## src/rtl/cpu_types_pkg.sv

```systemverilog
`default_nettype none
// +----------------------------------------------------------------------+
// | cpu_types_pkg                                                        |
// | Shared opcode enum, encoder error codes and range helper.            |
// | Revision: 1.0                                                        |
// +----------------------------------------------------------------------+
package cpu_types_pkg;

  typedef enum logic [6:0] {
    RTYPE = 7'b0110011,
    ITYPE = 7'b0010011,
    LW    = 7'b0000011,
    STYPE = 7'b0100011,
    BTYPE = 7'b1100011,
    JAL   = 7'b1101111,
    JALR  = 7'b1100111,
    LUI   = 7'b0110111,
    AUIPC = 7'b0010111
  } opcode_t;

  typedef enum logic [1:0] {
    ENC_OK      = 2'b00,
    ENC_RANGE   = 2'b01,
    ENC_ALIGN   = 2'b10,
    ENC_ILLEGAL = 2'b11
  } enc_err_t;

  localparam int FIFO_DEPTH = 2;

  function automatic logic in_srange(input logic [31:0] v, input int lo, input int hi);
    return ($signed(v) >= lo) && ($signed(v) <= hi);
  endfunction

endpackage
`default_nettype wire

```

## src/rtl/inst_encoder_if.sv

```systemverilog
`default_nettype none
// +----------------------------------------------------------------------+
// | inst_encoder_if                                                      |
// | Request/response bus of the instruction encoder.                     |
// | Revision: 1.0                                                        |
// +----------------------------------------------------------------------+
interface inst_encoder_if;
  logic        in_valid;
  logic        in_ready;
  logic [6:0]  in_opcode;
  logic [4:0]  in_rd;
  logic [4:0]  in_rs1;
  logic [4:0]  in_rs2;
  logic [2:0]  in_funct3;
  logic [6:0]  in_funct7;
  logic [31:0] in_imm;
  logic        out_valid;
  logic        out_ready;
  logic [31:0] out_inst;
  logic        err;
  logic [1:0]  err_code;
  logic [15:0] enc_count;

  modport master (
    output in_valid, in_opcode, in_rd, in_rs1, in_rs2, in_funct3, in_funct7, in_imm, out_ready,
    input  in_ready, out_valid, out_inst, err, err_code, enc_count
  );

  modport slave (
    input  in_valid, in_opcode, in_rd, in_rs1, in_rs2, in_funct3, in_funct7, in_imm, out_ready,
    output in_ready, out_valid, out_inst, err, err_code, enc_count
  );
endinterface
`default_nettype wire

```

## src/rtl/imm_encode.sv

```systemverilog
`default_nettype none
// +----------------------------------------------------------------------+
// | imm_encode                                                           |
// | Packs instruction fields into a word and flags range/align errors.   |
// | Revision: 1.0                                                        |
// +----------------------------------------------------------------------+
module imm_encode
  import cpu_types_pkg::*;
(
  input  logic [6:0]  opcode_i,
  input  logic [4:0]  rd_i,
  input  logic [4:0]  rs1_i,
  input  logic [4:0]  rs2_i,
  input  logic [2:0]  funct3_i,
  input  logic [6:0]  funct7_i,
  input  logic [31:0] imm_i,
  output logic [31:0] inst_o,
  output enc_err_t    err_o
);

  always_comb begin
    inst_o = '0;
    err_o  = ENC_OK;
    case (opcode_i)
      RTYPE: inst_o = {funct7_i, rs2_i, rs1_i, funct3_i, rd_i, opcode_i};
      ITYPE, LW, JALR: begin
        inst_o = {imm_i[11:0], rs1_i, funct3_i, rd_i, opcode_i};
        if (!in_srange(imm_i, -2048, 2047)) err_o = ENC_RANGE;
      end
      STYPE: begin
        inst_o = {imm_i[11:5], rs2_i, rs1_i, funct3_i, imm_i[4:0], opcode_i};
        if (!in_srange(imm_i, -2048, 2047)) err_o = ENC_RANGE;
      end
      BTYPE: begin
        inst_o = {imm_i[12], imm_i[10:5], rs2_i, rs1_i, funct3_i, imm_i[4:1], imm_i[11], opcode_i};
        // Range is judged before alignment so an odd out-of-range offset reports RANGE
        if (!in_srange(imm_i, -4096, 4094)) err_o = ENC_RANGE;
        else if (imm_i[0])                  err_o = ENC_ALIGN;
      end
      JAL: begin
        inst_o = {imm_i[20], imm_i[10:1], imm_i[11], imm_i[19:12], rd_i, opcode_i};
        if (!in_srange(imm_i, -1048576, 1048574)) err_o = ENC_RANGE;
        else if (imm_i[0])                        err_o = ENC_ALIGN;
      end
      LUI, AUIPC: begin
        inst_o = {imm_i[31:12], rd_i, opcode_i};
        if (imm_i[11:0] != 12'd0) err_o = ENC_ALIGN;
      end
      default: err_o = ENC_ILLEGAL;
    endcase
  end

endmodule
`default_nettype wire

```

## src/rtl/inst_encoder.sv

```systemverilog
`default_nettype none
// +----------------------------------------------------------------------+
// | inst_encoder                                                         |
// | Accepts field sets, encodes them into a 2-entry output FIFO.         |
// | Revision: 1.0                                                        |
// +----------------------------------------------------------------------+
module inst_encoder
  import cpu_types_pkg::*;
(
  input  logic          CLK,
  input  logic          nRST,
  inst_encoder_if.slave bus
);

  logic [31:0] enc_word;
  enc_err_t    enc_err;

  imm_encode u_imm_encode (
    .opcode_i (bus.in_opcode),
    .rd_i     (bus.in_rd),
    .rs1_i    (bus.in_rs1),
    .rs2_i    (bus.in_rs2),
    .funct3_i (bus.in_funct3),
    .funct7_i (bus.in_funct7),
    .imm_i    (bus.in_imm),
    .inst_o   (enc_word),
    .err_o    (enc_err)
  );

  logic [31:0] mem_q [FIFO_DEPTH];
  logic        rd_ptr_q, rd_ptr_d;
  logic        wr_ptr_q, wr_ptr_d;
  logic [1:0]  count_q, count_d;
  logic        err_q, err_d;
  enc_err_t    err_code_q, err_code_d;
  logic [15:0] enc_count_q, enc_count_d;

  logic accept, push, pop;

  // in_ready depends only on registered occupancy, never on out_ready
  assign bus.in_ready  = (count_q < 2'd2);
  assign bus.out_valid = (count_q != 2'd0);
  assign bus.out_inst  = mem_q[rd_ptr_q];
  assign bus.err       = err_q;
  assign bus.err_code  = err_code_q;
  assign bus.enc_count = enc_count_q;

  assign accept = bus.in_valid && bus.in_ready;
  assign push   = accept && (enc_err == ENC_OK);
  assign pop    = bus.out_valid && bus.out_ready;

  always_comb begin
    rd_ptr_d    = rd_ptr_q;
    wr_ptr_d    = wr_ptr_q;
    count_d     = count_q;
    err_d       = 1'b0;
    err_code_d  = err_code_q;
    enc_count_d = enc_count_q;
    if (accept && (enc_err != ENC_OK)) begin
      err_d      = 1'b1;
      err_code_d = enc_err;
    end
    if (push) begin
      wr_ptr_d    = ~wr_ptr_q;
      enc_count_d = enc_count_q + 16'd1;
    end
    if (pop) rd_ptr_d = ~rd_ptr_q;
    case ({push, pop})
      2'b10:   count_d = count_q + 2'd1;
      2'b01:   count_d = count_q - 2'd1;
      default: count_d = count_q;
    endcase
  end

  always_ff @(posedge CLK or negedge nRST) begin
    if (!nRST) begin
      for (int i = 0; i < FIFO_DEPTH; i++) mem_q[i] <= '0;
      rd_ptr_q    <= 1'b0;
      wr_ptr_q    <= 1'b0;
      count_q     <= 2'd0;
      err_q       <= 1'b0;
      err_code_q  <= ENC_OK;
      enc_count_q <= 16'd0;
    end else begin
      if (push) mem_q[wr_ptr_q] <= enc_word;
      rd_ptr_q    <= rd_ptr_d;
      wr_ptr_q    <= wr_ptr_d;
      count_q     <= count_d;
      err_q       <= err_d;
      err_code_q  <= err_code_d;
      enc_count_q <= enc_count_d;
    end
  end

endmodule
`default_nettype wire

```

## src/flat_wrapper.sv

```systemverilog
// flat-port wrapper written by rule: the top's interface ports become plain ports
module inst_encoder_flat import cpu_types_pkg::*;
  (CLK, nRST, bus_in_valid, bus_in_opcode, bus_in_rd, bus_in_rs1, bus_in_rs2, bus_in_funct3, bus_in_funct7, bus_in_imm, bus_out_ready, bus_in_ready, bus_out_valid, bus_out_inst, bus_err, bus_err_code, bus_enc_count);
  inst_encoder_if bus_i ();
  input  logic CLK;
  input  logic nRST;
  input wire logic [$bits(bus_i.in_valid)-1:0] bus_in_valid;
  input wire logic [$bits(bus_i.in_opcode)-1:0] bus_in_opcode;
  input wire logic [$bits(bus_i.in_rd)-1:0] bus_in_rd;
  input wire logic [$bits(bus_i.in_rs1)-1:0] bus_in_rs1;
  input wire logic [$bits(bus_i.in_rs2)-1:0] bus_in_rs2;
  input wire logic [$bits(bus_i.in_funct3)-1:0] bus_in_funct3;
  input wire logic [$bits(bus_i.in_funct7)-1:0] bus_in_funct7;
  input wire logic [$bits(bus_i.in_imm)-1:0] bus_in_imm;
  input wire logic [$bits(bus_i.out_ready)-1:0] bus_out_ready;
  output wire logic [$bits(bus_i.in_ready)-1:0] bus_in_ready;
  output wire logic [$bits(bus_i.out_valid)-1:0] bus_out_valid;
  output wire logic [$bits(bus_i.out_inst)-1:0] bus_out_inst;
  output wire logic [$bits(bus_i.err)-1:0] bus_err;
  output wire logic [$bits(bus_i.err_code)-1:0] bus_err_code;
  output wire logic [$bits(bus_i.enc_count)-1:0] bus_enc_count;
  assign bus_i.in_valid = bus_in_valid;
  assign bus_i.in_opcode = bus_in_opcode;
  assign bus_i.in_rd = bus_in_rd;
  assign bus_i.in_rs1 = bus_in_rs1;
  assign bus_i.in_rs2 = bus_in_rs2;
  assign bus_i.in_funct3 = bus_in_funct3;
  assign bus_i.in_funct7 = bus_in_funct7;
  assign bus_i.in_imm = bus_in_imm;
  assign bus_i.out_ready = bus_out_ready;
  assign bus_in_ready = bus_i.in_ready;
  assign bus_out_valid = bus_i.out_valid;
  assign bus_out_inst = bus_i.out_inst;
  assign bus_err = bus_i.err;
  assign bus_err_code = bus_i.err_code;
  assign bus_enc_count = bus_i.enc_count;
  inst_encoder u_core (.CLK(CLK), .nRST(nRST), .bus(bus_i));
endmodule
```

## config.mk

```make
export PLATFORM = sky130hd
export DESIGN_NAME = inst_encoder_flat
export DESIGN_NICKNAME = d
export VERILOG_FILES = /design/src/rtl/cpu_types_pkg.sv /design/src/rtl/inst_encoder_if.sv /design/src/rtl/imm_encode.sv /design/src/rtl/inst_encoder.sv /design/src/flat_wrapper.sv
export SDC_FILE = /design/constraint.sdc
export NUM_CORES = 1
export LEC_CHECK = 0
export CORE_UTILIZATION = 51
export CTS_BUF_LIST = sky130_fd_sc_hd__clkbuf_8
export DETAILED_ROUTE_END_ITERATION = 10
export GPL_ROUTABILITY_DRIVEN = 0
export PLACE_DENSITY = 0.83
export REMOVE_ABC_BUFFERS = 1
export SYNTH_ARGS = -nofsm -noshare
export SYNTH_HDL_FRONTEND = slang
export SYNTH_SLANG_ARGS = --single-unit
```

## constraint.sdc

```tcl
create_clock -name CLK -period 2.37 [get_ports CLK]
set_input_delay 0.3555 -clock CLK [delete_from_list [all_inputs] [get_ports CLK]]
set_output_delay 0.3555 -clock CLK [all_outputs]
set_load 0.005 [all_outputs]
```

# Word-level counts from Yosys, hierarchy flattened
# Index checks and enable logic that the tools add are counted.
[totals] mem_bits_rw=0 inputBits=68 reg_bits=87 wordCells=67 latch_bits=0 output_inout_bits=53 memories=0 romBits=0
[op_classes] n_reduce_logical=16 mul=0 shift=0 eq_ne=11 bitwise_logic=4 magnitude_cmp=10 n_mux=15 n_addsub=3 div=0
[op_table] cell="$pmux W32 S6" count=1
[op_table] cell="$mux W32" count=4
[op_table] cell="$bwmux W64" count=1
[op_table] cell="$demux W32 S1" count=1
[op_table] cell="$ge A32 B12 Y1 const B" count=1
[op_table] cell="$ge A32 B13 Y1 const B" count=1
[op_table] cell="$ge A32 B21 Y1 const B" count=1
[op_table] cell="$le A32 B12 Y1 const B" count=1
[op_table] cell="$le A32 B13 Y1 const B" count=1
[op_table] cell="$le A32 B21 Y1 const B" count=1
[op_table] cell="$eq A7 B6 Y1 const B" count=3
[op_table] cell="$eq A7 B7 Y1 const B" count=3
[op_table] cell="$add A16 B1 Y16 const B" count=1
[op_table] cell="$eq A7 B5 Y1 const B" count=2
[op_table] cell="$reduce_bool A12 Y1" count=1
[op_table] cell="$pmux W2 S5" count=1
[op_table] cell="$logic_and A1 B1 Y1" count=8
[op_table] cell="$mux W2" count=4
[op_table] cell="$eq A7 B2 Y1 const B" count=1
[op_table] cell="$reduce_bool A2 Y1" count=3
[op_table] cell="$ge A2 B2 Y1 const B" count=2
[op_table] cell="$not A1 Y2" count=2
[op_table] cell="$pmux W2 S2" count=1
[op_table] cell="$reduce_or A4 Y1" count=1
[op_table] cell="11 further kinds" count=13

# Longest topological paths before layout
[logic_depth] depth_word=8 depth_mapped=12 depth_no_buf=10

# Cells and area by module
# Synthesis repeated with hierarchy kept, for this count alone.
[hier_totals] hier_cells=390 area_unflattened_um2=4644.5
[by_module_without_submodules] module="inst_encoder" cells_per_inst=262 area_per_inst_um2=3799.9 seq_area_each_um2=2177.1 n_inst=1
[by_module_without_submodules] module="imm_encode" cells_per_inst=128 area_per_inst_um2=844.6 seq_area_each_um2=0.0 n_inst=1

# Worst setup path before layout
# OpenSTA, ideal clock, no wires.
[synth_timing] path_kind="input to register" startpoint="input port bus_in_imm[24]" endpoint="register u_core.count_q[1]" required_time_ns=2.290 setup_time_ns=0.080 setup_slack_ns=-0.469 path_buffers=1 stages=10 arrival_time_ns=2.759 cell_sequence="nor4_1 > nand3_1 > or3_1 > and3b_1 > or4_4 > or2_1 > buf_6 > ha_1 > nor2_1 > xnor2_1"
[synth_between] elab_chain_cells=8 word_cells_on_any_way=19 cone_classes="order compare (6); eq/ne (2); mux (5); reduce/logical (6)"
[synth_rtl] element="from (decl)" line="flat_wrapper.sv:14" rtl="input wire logic [$bits(bus_i.in_imm)-1:0] bus_in_imm;"
[synth_rtl] element="$ge A32 B21 Y1, or another cell as far along" line="cpu_types_pkg.sv:31" rtl="return ($signed(v) >= lo) && ($signed(v) <= hi);"
[synth_rtl] element="$logic_and A1 B1 Y1" line="cpu_types_pkg.sv:31"
[synth_rtl] element="$mux W2, or another cell as far along" line="imm_encode.sv:42" rtl="if (!in_srange(imm_i, -1048576, 1048574)) err_o = ENC_RANGE;"
[synth_rtl] element="$pmux W2 S5 (*)" line="imm_encode.sv:24" rtl="case (opcode_i)"
[synth_rtl] element="$logic_not A2 Y1 (*)" line="inst_encoder.sv:49" rtl="assign push = accept && (enc_err == ENC_OK);"
[synth_rtl] element="$logic_and A1 B1 Y1 (*)" line="inst_encoder.sv:49"
[synth_rtl] element="$eq A2 B1 Y1 or $eq A2 B2 Y1 (tied branches)" line="inst_encoder.sv:68" rtl="case ({push, pop})"
[synth_rtl] element="$pmux W2 S2 or $reduce_bool A2 Y1 (tied branches)"
[synth_rtl] element="to (signal assigned)" line="inst_encoder.sv:88" rtl="count_q <= count_d;"
[synth_rtl] element="to (decl)" line="inst_encoder.sv:33" rtl="logic [1:0] count_q, count_d;"
# Mark *: on every way between the ends. The rest lies on a longest branch, timed or not.
# A chain may end at the register's enable or synchronous reset.

# Final worst setup path
[layout_timing] startpoint="input port bus_in_opcode[2]" endpoint="register u_core.count_q[1]"
[layout_between] elab_chain_cells=7 word_cells_on_any_way=18 cone_classes="eq/ne (11); mux (2); reduce/logical (5)"
[layout_rtl] element="from (decl)" line="flat_wrapper.sv:8" rtl="input wire logic [$bits(bus_i.in_opcode)-1:0] bus_in_opcode;"
[layout_rtl] element="$eq A7 B6 Y1, or another cell as far along" line="imm_encode.sv:24"
[layout_rtl] element="$reduce_or A4 Y1 (no source line) or $reduce_or A2 Y1 (tied branches)"
[layout_rtl] element="$pmux W2 S5 (*)" line="imm_encode.sv:24"
[layout_rtl] element="$logic_not A2 Y1 (*)" line="inst_encoder.sv:49"
[layout_rtl] element="$logic_and A1 B1 Y1 (*)" line="inst_encoder.sv:49"
[layout_rtl] element="$eq A2 B1 Y1 or $eq A2 B2 Y1 (tied branches)" line="inst_encoder.sv:68"
[layout_rtl] element="$pmux W2 S2 or $reduce_bool A2 Y1 (tied branches)"
# Marked as above.

==> results.sh <==
export IMPL_slew_violations=0
export IMPL_setup_violations=74
export IMPL_p_leak_nw=3.47
export IMPL_worst_path_max_delay_cell="or4_4"
export IMPL_synthFlopType="dfrtp_1"
export IMPL_fillCellCount=433
export IMPL_grt_pass1_vias=4420
export IMPL_grt_use_met1_pct=36.9
export IMPL_async_reset_ff_share_pct=100
export IMPL_gr_total_overflow=0
export IMPL_dieHeight_um=97.0
export IMPL_ys_types=47
export IMPL_multi_input_area_um2=2600
export IMPL_num_rows=34
export IMPL_post_place_cells=687
export IMPL_hpwl_um=9650
export IMPL_n_antenna_cell=0
export IMPL_timing_final_hold_violations=0
export IMPL_rsz0062_at_grt="true"
export IMPL_path_class="in2reg"
export IMPL_worst_pin_slew_ns=0.702
export IMPL_synth_top_area_share_pct=47.3
export IMPL_syn_to_final_growth_pct=56.3
export IMPL_port_buffers=120
export IMPL_worstHoldPathType="in2async"
export IMPL_critPathCaptureType="register"
export IMPL_dpl_worst_slack_ns=-0.979
export IMPL_busiest_layer="met2"
export IMPL_gr_usage_met2_pct=53.3
export IMPL_cp_common_cell="nand2b_1"
export IMPL_track_usage_pct=30.4
export IMPL_ys_top_cells_by_area="dfrtp_1 (47%), mux2_2 (22%), nand2_1 (3.3%)"
export IMPL_arrival_ns=2.98
export IMPL_cp_max_fo=5
export IMPL_ys_seq_elements=87
export IMPL_syn_area_um2=4610
export IMPL_timing_fmax_mhz=372
export IMPL_clock_skew_final_ns=0.0117
export IMPL_crit_buf_inv=1
export IMPL_final_nets=683
export IMPL_numCtsBuffers=9
export IMPL_core_region_area_um2=8720
export IMPL_fp_dieArea_um2=9410
export IMPL_regArea_um2=2180
export IMPL_path_depth=11
export IMPL_firstDrtPassIters=4
export IMPL_cts_sinks=87
export IMPL_detail_route_antenna_nets=0
export IMPL_layout_drive_gt1_share_pct=43.5
export IMPL_relSlewSlack_pct=53.2
export IMPL_status="finished, violations left"
export IMPL_viasPerCell=6.03
export IMPL_ctsLongestPathBuffers=2
export IMPL_drt_wl_total_um=16100
export IMPL_report_power_total_w=0.00396
export IMPL_antenna_found_initial=0
export IMPL_netlist_top_cell_by_area="dfrtp_1"
export IMPL_ys_top_cells_by_count="mux2_2 (90), dfrtp_1 (87), nand2_1 (41), nand4_1 (15), xnor2_1 (15)"
export IMPL_cts_tree="built"
export IMPL_required_ns=2.67
export IMPL_violations="setup timing"
export IMPL_grt_use_met3_pct=5.13
export IMPL_period_minus_slack_ns=2.69
export IMPL_wire_per_inst_um=22.2
export IMPL_peakVddDrop_uv=468
export IMPL_clkLatencyLatePin_ns=0.38
export IMPL_initial_core_util_pct=52.8
export IMPL_synth_most_common_cell="mux2_2"
export IMPL_r2r_slack_ns=-0.05
export IMPL_instances_no_fill=726
export IMPL_synth_edf_count=0
export IMPL_crit_path_cell_trace="dlygate4sd2_1, nand2b_1, and4_4, o221ai_2, nand2b_1, or4_4, or2_4, ha_4, xnor2_2, nor2_1, xnor2_1"
export IMPL_drc=0
export IMPL_synthCells=401
export IMPL_fin_crit_sh_pct=113
export IMPL_syn_avg_cell_area_um2=11.5
export IMPL_slowest_delay_ns=0.58
export IMPL_root_buffer="clkbuf_8"
export IMPL_rr_worst_depth=8
export IMPL_grt_max_degree=55
export IMPL_htreeDepth=3
export IMPL_setup_worst_path_start_class="input pin"
export IMPL_worst_slack_ns=-0.319
export IMPL_cts_clk_slew_worst_paths_ns=0.10
export IMPL_drtIter0Drc=338
export IMPL_die_x_um=97.0
export IMPL_whs_ns=0.0169
export IMPL_io_pins=121
export IMPL_ys_warn_count=0
export IMPL_vias=4377
export IMPL_cellPowerDensity_nw_per_um2=550
export IMPL_cp_top_family="simple AND/OR/NAND/NOR gates"
export IMPL_grt_pass1_wl_um=22500
export IMPL_yosysSeqAreaShare_pct=47.3
export IMPL_maxCapViolCount=0
-- layout make-up --
class / count / share of cell area [%]
clock buffers: 9 / 1.72
clock inverters: 7 / 1.04
inverters: 4 / 0.209
multi-input cells: 290 / 36.1
flip-flops and latches: 87 / 30.3
well taps: 108 / 1.88
repair buffers: 221 / 28.8
-- final timing paths --
kind | endpoint | from
setup / recovery | u_core.count_q[1] | bus_in_opcode[2]
setup reg to reg | u_core.count_q[1] | u_core.count_q[1]
hold / removal | u_core.mem_q[62] | nRST
min in group CLK | u_core.mem_q[16] | bus_in_imm[16]
hold reg to reg | u_core.mem_q[33] | u_core.mem_q[33]
max in group asynchronous | u_core.mem_q[11] | nRST
-- worst reg2reg max path, stage by stage, from the launching register on --
cell	delay, ns
dfrtp_1	0.42
nor2b_1	0.33
nand2b_1	0.13
or4_4	0.58
or2_4	0.28
ha_4	0.17
xnor2_2	0.12
nor2_1	0.15
xnor2_1	0.16
-- through the flow --
| step | area (µm²) | TNS, ns | util [%] |
|---|---|---|---|
| 4_1_cts | 6890 | -2.71 | 79.0 |
| 2_1_floorplan | 4520 | -87.06 | - |
| 5_1_grt | 7200 | -21.27 | 82.5 |
| 3_3_place_gp | 6520 | -55.09 | 74.7 |
| 6_report | 7200 | -10.50 | 82.5 |
| 3_5_place_dp | 6520 | -59.88 | 74.7 |
-- sequential cells by signal, indices dropped and copies added (netlist names) --
register              flops
u_core.mem_q             64
u_core.wr_ptr_q           1
u_core.bus.err            1
u_core.count_q            2
u_core.bus.err_code       2
u_core.rd_ptr_q           1
u_core.bus.enc_count     16
-- per-layer routing --
layer,share of wire [%],routed length [µm]
met1,38,6120
met2,52,8430
met3,5.2,839
met4,4.7,760
met5,0,0
-- repair_timing --
item                                    CTS  global route
pin swaps                                21            23
setup buffers                             9            13
gates cloned                              0             4
resized for setup                       114            49
hold buffers                              0             0
endpoints found under the setup margin   83            68
-- cells by family (layout without fill, tap and decap cells) --
group | after synthesis | after routing | synth area share (%)
AOI/OAI and AO/OA | 42 | 42 | 6.98
xor gates and xnor gates | 20 | 20 | 3.80
adders and majority gates | 2 | 2 | 0.543
buffers and inverters | 24 | 241 | 2.28
DFF | 87 | 87 | 47.3
muxes | 94 | 94 | 23.1
and+or+nand+nor | 132 | 132 | 16.1
-- report_power, final --
part / internal, W / total [W] / switching (W)
combinational: 0.000664 / 0.00115 / 0.000490
clock: 0.000415 / 0.00106 / 0.000641
sequential: 0.00163 / 0.00175 / 0.000121
total: 0.00271 / 0.00396 / 0.00125
-- cells in the final DEF, fill, tap and decap left out, drive strengths merged, types with 7 or more instances in the layout --
master and instances:
xnor2 15, clkbuf 17, buf 112, a22oi 10
nand3 11, dfrtp 87, nor4 7, a22o 13
clkdlybuf4s50 80, nand2 41, nor3 10, nand2b 8
inv 7, and3 9, mux2 94, nand4 15
dlygate4sd2 15
Note: power is estimated with default switching activity, not from simulation.
==> variant 1 (same settings) <==
The package constant `FIFO_DEPTH` goes from 2 to 4.
--- a/src/rtl/cpu_types_pkg.sv
+++ b/src/rtl/cpu_types_pkg.sv
@@ -26,5 +26,5 @@
   } enc_err_t;
 
-  localparam int FIFO_DEPTH = 2;
+  localparam int FIFO_DEPTH = 4;
 
   function automatic logic in_srange(input logic [31:0] v, input int lo, input int hi);
Check against the original RTL: no difference found for any inputs over 4 cycles, from zero or initial values and one cycle with nRST low; that may be too few to reach the edited logic, so the function may still have changed.
==> variant 1 against the unedited design <==
The flow still finishes with violations (setup timing); critical path depth up 1; die area grew 1.2%; sequential cell count did not move; total power down 0.25%; sequential share of layout area increased by 0.10 points; setup slack better by 0.24 ns; area after synthesis is 1.2% higher; final area down 0.33%; synthesized cell count rose by 5.7%; global-route usage up 1.9 points; first-iteration DRC count grew 35%; non-clock buffer count is 13 lower; wire length rose by 6.1%.
==> variant 1: results (changes against the unedited design) <==
Run status
  – Status: finished, violations left (unchanged)
  – Failing checks: setup timing (unchanged)

Synth
  – Post-synthesis sequential area ratio: 0.4671 (was 0.4727)
  – Synth top area cells: dfrtp_1, mux2_2, mux2_1, nor4_1, nand2_1 (was dfrtp_1, mux2_2, nand2_1, xnor2_1, a22o_1)
  – Synth warn: 0 (unchanged)
  – Post-synth top cells: dfrtp_1, mux2_2, nand2_1 (was mux2_2, dfrtp_1, nand2_1)
  – Synth area leader: dfrtp_1 (unchanged)

Worst setup path
  – Reg2reg setup slack: 0.33 ns (was -0.05 ns)
  – Critical Path AT: 2.71 ns (was 2.98 ns)
  – FF-to-FF End: u_core.mem_q[112] (was u_core.count_q[1])
  – Worst R2R Path Depth: 7 (was 8)

Clock tree
  – CTS Hold Bufs: 1 (was 0)
  – Post_cts resized: 125 (was 114)
  – Clk buf depth: 2 (unchanged)
  – Number of setup buffers added after CTS: 12 (was 9)

Placement
  – DP HPWL: 9.732 mm (was 9.651 mm)
  – Port buffer count: 120 (unchanged)
  – Setup WS pre-CTS: -0.7635 ns (was -0.9786 ns)

Pwr
  – Sw Pwr: 1.152 mW (was 1.251 mW)
  – Leakage power: 3.324 nW (was 3.469 nW)
  – VDD IR max: 0.3663 mV (was 0.4684 mV)

Layout
  – Layout cell share with drive strength beyond 1: 0.3810 (was 0.4353)
  – Nets@finish: 688 (was 683)

Global routing
  – GR Util met2: 0.5492 (was 0.5325)
  – Vias in the first global route: 4761 (was 4420)
  – First-pass GRT wire length: 24.32 mm (was 22.50 mm)
  – Total GRT Usage: 0.3231 (was 0.3043)
  – Met3 Use GR: 0.05612 (was 0.05130)
  – Largest net degree at the start of global routing: 42 (was 55)
  – Met1 GRT Util: 0.4040 (was 0.3690)
  – Initial antenna violation count: 0 (unchanged)

Detailed routing
  – DR WL/cell: 23.45 µm (was 22.23 µm)
  – Via Count: 4765 (was 4377)
  – Post-Route M1 WL: 6.337 mm (was 6.116 mm)
  – Drt pass-1 iters: 6 (was 4)
  – Met2 WL: 8.174 mm (was 8.425 mm)
  – Met3 wire len: 1.449 mm (was 839 µm)
  – 1st-iter DRT viols: 456 (was 338)

Timing
  – Setup-violating endpoint count in the final report: 46 (was 74)
  – Least-Margin Pin Slew: 0.7050 ns (was 0.7016 ns)
  – Final WS setup: -0.08145 ns (was -0.3194 ns)
  – Clock Skew: 0.01189 ns (was 0.01174 ns)

Worst hold path
  – Hold crit path type: in2reg (was in2async)

Job
  – Maxcap violations: 0 (unchanged)
## variant 1: cell types whose count changed after synthesis, sizes merged, moves of 9 or more
cell / change
o21ai: +10
nor4: +17
xnor2: -10
a22oi: -10
mux2: -22
mux2i: +10
a222oi: +11
inv: +13
xor2: +9
## variant 1: worst max path at each step
stage,slack (ns),end,start
finish,-0.08,u_core.mem_q[112],bus_in_imm[3]
CTS,-0.04,u_core.count_q[1],bus_in_imm[26]
detailed placement,-0.76,u_core.count_q[1],bus_in_imm[26]
global placement,-0.68,u_core.mem_q[66],bus_in_imm[26]
floorplan,-1.07,u_core.mem_q[80],bus_in_imm[25]
global route,-0.18,u_core.count_q[1],bus_in_imm[24]
## variant 1: layout make-up
cell class / instances / area [µm²]
multi-input cells: 295 / 2669
inverters: 17 / 63.81
fillers: 469 / 1590
clock buffers: 9 / 123.9
well taps: 108 / 135.1
clock inverters: 6 / 93.84
flip-flops and latches: 87 / 2177
repair buffers: 208 / 1911
## variant 1: power by group through the flow
| stage | combinational [mW] | sequential [mW] | clock [mW] |
|---|---|---|---|
| final | 1.18 | 1.61 | 1.16 |
| after global placement | 1.08 | 1.63 | 0 |
| after floorplan | 0.383 | 1.69 | 0 |
| after detailed placement | 1.10 | 1.63 | 0 |
| after global routing | 1.24 | 1.62 | 1.22 |
| after CTS | 1.11 | 1.60 | 1.16 |
## variant 1: cells by family (layout without fill, tap and decap cells)
| logic type | Yosys count | after routing | share of synthesized area |
|---|---|---|---|
| buf+inv | 42 | 240 | 0.03731 |
| xor+xnor | 19 | 19 | 0.03570 |
| compound gates | 61 | 61 | 0.1031 |
| mux | 82 | 82 | 0.1954 |
| fa+ha+maj | 2 | 2 | 0.005368 |
| flops | 87 | 87 | 0.4671 |
| simple gates | 131 | 131 | 0.1560 |
## variant 1: critical path: stages
cell           delay, ns
dlygate4sd2_1       0.26
nand4_1             0.17
nor3_4              0.27
buf_4               0.15
buf_4               0.11
nand3_2             0.09
buf_6               0.16
a211oi_2            0.25
nand4_1             0.20
buf_4               0.22
clkbuf_16           0.16
mux2_4              0.31
## variant 1: per-stage QoR
| stage | hold slack, ns | cell area (µm²) | total power, mW | setup TNS [ns] | instances |
|---|---|---|---|---|---|
| 2_1_floorplan | 0.05991 | 4551 | 2.077 | -50.21 | 399 |
| 3_3_place_gp | 0.3529 | 6440 | 2.709 | -42.27 | 696 |
| 3_5_place_dp | 0.3673 | 6440 | 2.726 | -47.88 | 696 |
| 4_1_cts | 0.4295 | 7012 | 3.874 | -0.04382 | 728 |
| 5_1_grt | 0.4102 | 7173 | 4.085 | -4.657 | 730 |
| 6_report | 0.3916 | 7173 | 3.951 | -1.984 | 730 |
==> variant 2 (config.mk and constraints unchanged) <==
Made on the original files. Reset style: synchronous (`nRST`), changed in one clocked block.
--- a/src/rtl/inst_encoder.sv
+++ b/src/rtl/inst_encoder.sv
@@ -73,5 +73,5 @@
   end
 
-  always_ff @(posedge CLK or negedge nRST) begin
+  always_ff @(posedge CLK) begin
     if (!nRST) begin
       for (int i = 0; i < FIFO_DEPTH; i++) mem_q[i] <= '0;
Check against the original RTL: differs if nRST is asserted again (counterexample within 4 cycles, from zero or initial values and one cycle with nRST low); with nRST held inactive, the same outputs for 4 cycles.
==> variant 2 against the unedited design <==
The flow still finishes with violations (setup timing); clock skew about the same; worst hold slack better by 0.41 ns; sequential cell count grew 1; setup slack better by 0.18 ns; area after synthesis decreased by 0.95%; register-to-register slack gained 0.53 ns; final area down 1.3%; wire length increased by 4.7%; critical path type unchanged; highest routed layer unchanged.
Power is not compared: it rests on default switching activity, and its combinational part moved more than twofold at a synthesized area within 25%.
==> variant 2: results (changes against the unedited design) <==
Timing
  – Setup-violating endpoint count in the final report: 70 (was 74)
  – Final WS setup: -0.1442 ns (was -0.3194 ns)
  – Setup TNS: -4.870 ns (was -10.50 ns)

Synth
  – Multiplexer area fraction after synthesis: 0.09435 (was 0.2306)
  – Post-synth top cells: nor2_1, edfxtp_1, mux2_2 (was mux2_2, dfrtp_1, nand2_1)
  – Post-synth EDFFs: 64 (was 0)
  – Synth top area cells: edfxtp_1, dfxtp_1, mux2_2, nor2_1, a21oi_1 (was dfrtp_1, mux2_2, nand2_1, xnor2_1, a22o_1)
  – Post-synthesis sequential area ratio: 0.5266 (was 0.4727)

Worst setup path
  – Critical Path AT: 2.62 ns (was 2.98 ns)
  – CP max stage cell: or3_4 (was or4_4)
  – Reg2reg setup slack: 0.48 ns (was -0.05 ns)
  – Crit. Startpoint: bus_in_imm[1] (was bus_in_opcode[2])
  – Critical Path Max Stage Delay: 0.40 ns (was 0.58 ns)
  – CP max FO: 11 (was 5)
  – FF-to-FF End: u_core.bus.enc_count[10] (was u_core.count_q[1])
  – Worst R2R Path Depth: 7 (was 8)

Detailed routing
  – WL final: 16.90 mm (was 16.14 mm)
  – Drt pass-1 iters: 7 (was 4)
  – Vias per cell: 6.459 (was 6.029)

Run status
  – Failing checks: setup timing (unchanged)
  – Status: finished, violations left (unchanged)

Clock tree
  – Clk Latency, worst-skew pair: 0.36 ns (was 0.38 ns)
  – Number of setup buffers added after CTS: 15 (was 9)

Placement
  – Setup WS pre-CTS: -0.7899 ns (was -0.9786 ns)

Global routing
  – Largest net degree at the start of global routing: 33 (was 55)
  – Met3 Use GR: 0.06729 (was 0.05130)
  – GR Util met2: 0.6103 (was 0.5325)
variant 2: cell types whose count changed in the layout (fill, tap and decap cells not counted), sizes merged, moves of 7 or more:
cell	delta
dfrtp	-87
edfxtp	+64
a21oi	+20
mux2i	+7
a222oi	+10
nor2	+64
nand2	-14
inv	+8
xnor2	-13
dfxtp	+24
mux2	-62
a22o	-13
variant 2: final cells by class:
cell class,instances,area [µm²]
inverter,13,48.80
sequential,88,2402
multi-input combinational,310,2251
timing repair buffer,219,2072
clock buffer,9,123.9
clock inverter,7,72.57
tap,108,135.1
fill,465,1573
variant 2: worst register-to-register path: cells and delay by family (launching register included):
kind            cells  cell delay [ns]
fa+ha+maj           1             0.18
simple gates        4             0.97
flops               1             0.43
compound gates      1             0.16
buf+inv             1             0.07
variant 2: power breakdown:
group / switching, mW / internal, mW
logic: 0.208 / 0.227
registers: 0.0136 / 1.68
clock network: 0.577 / 0.489
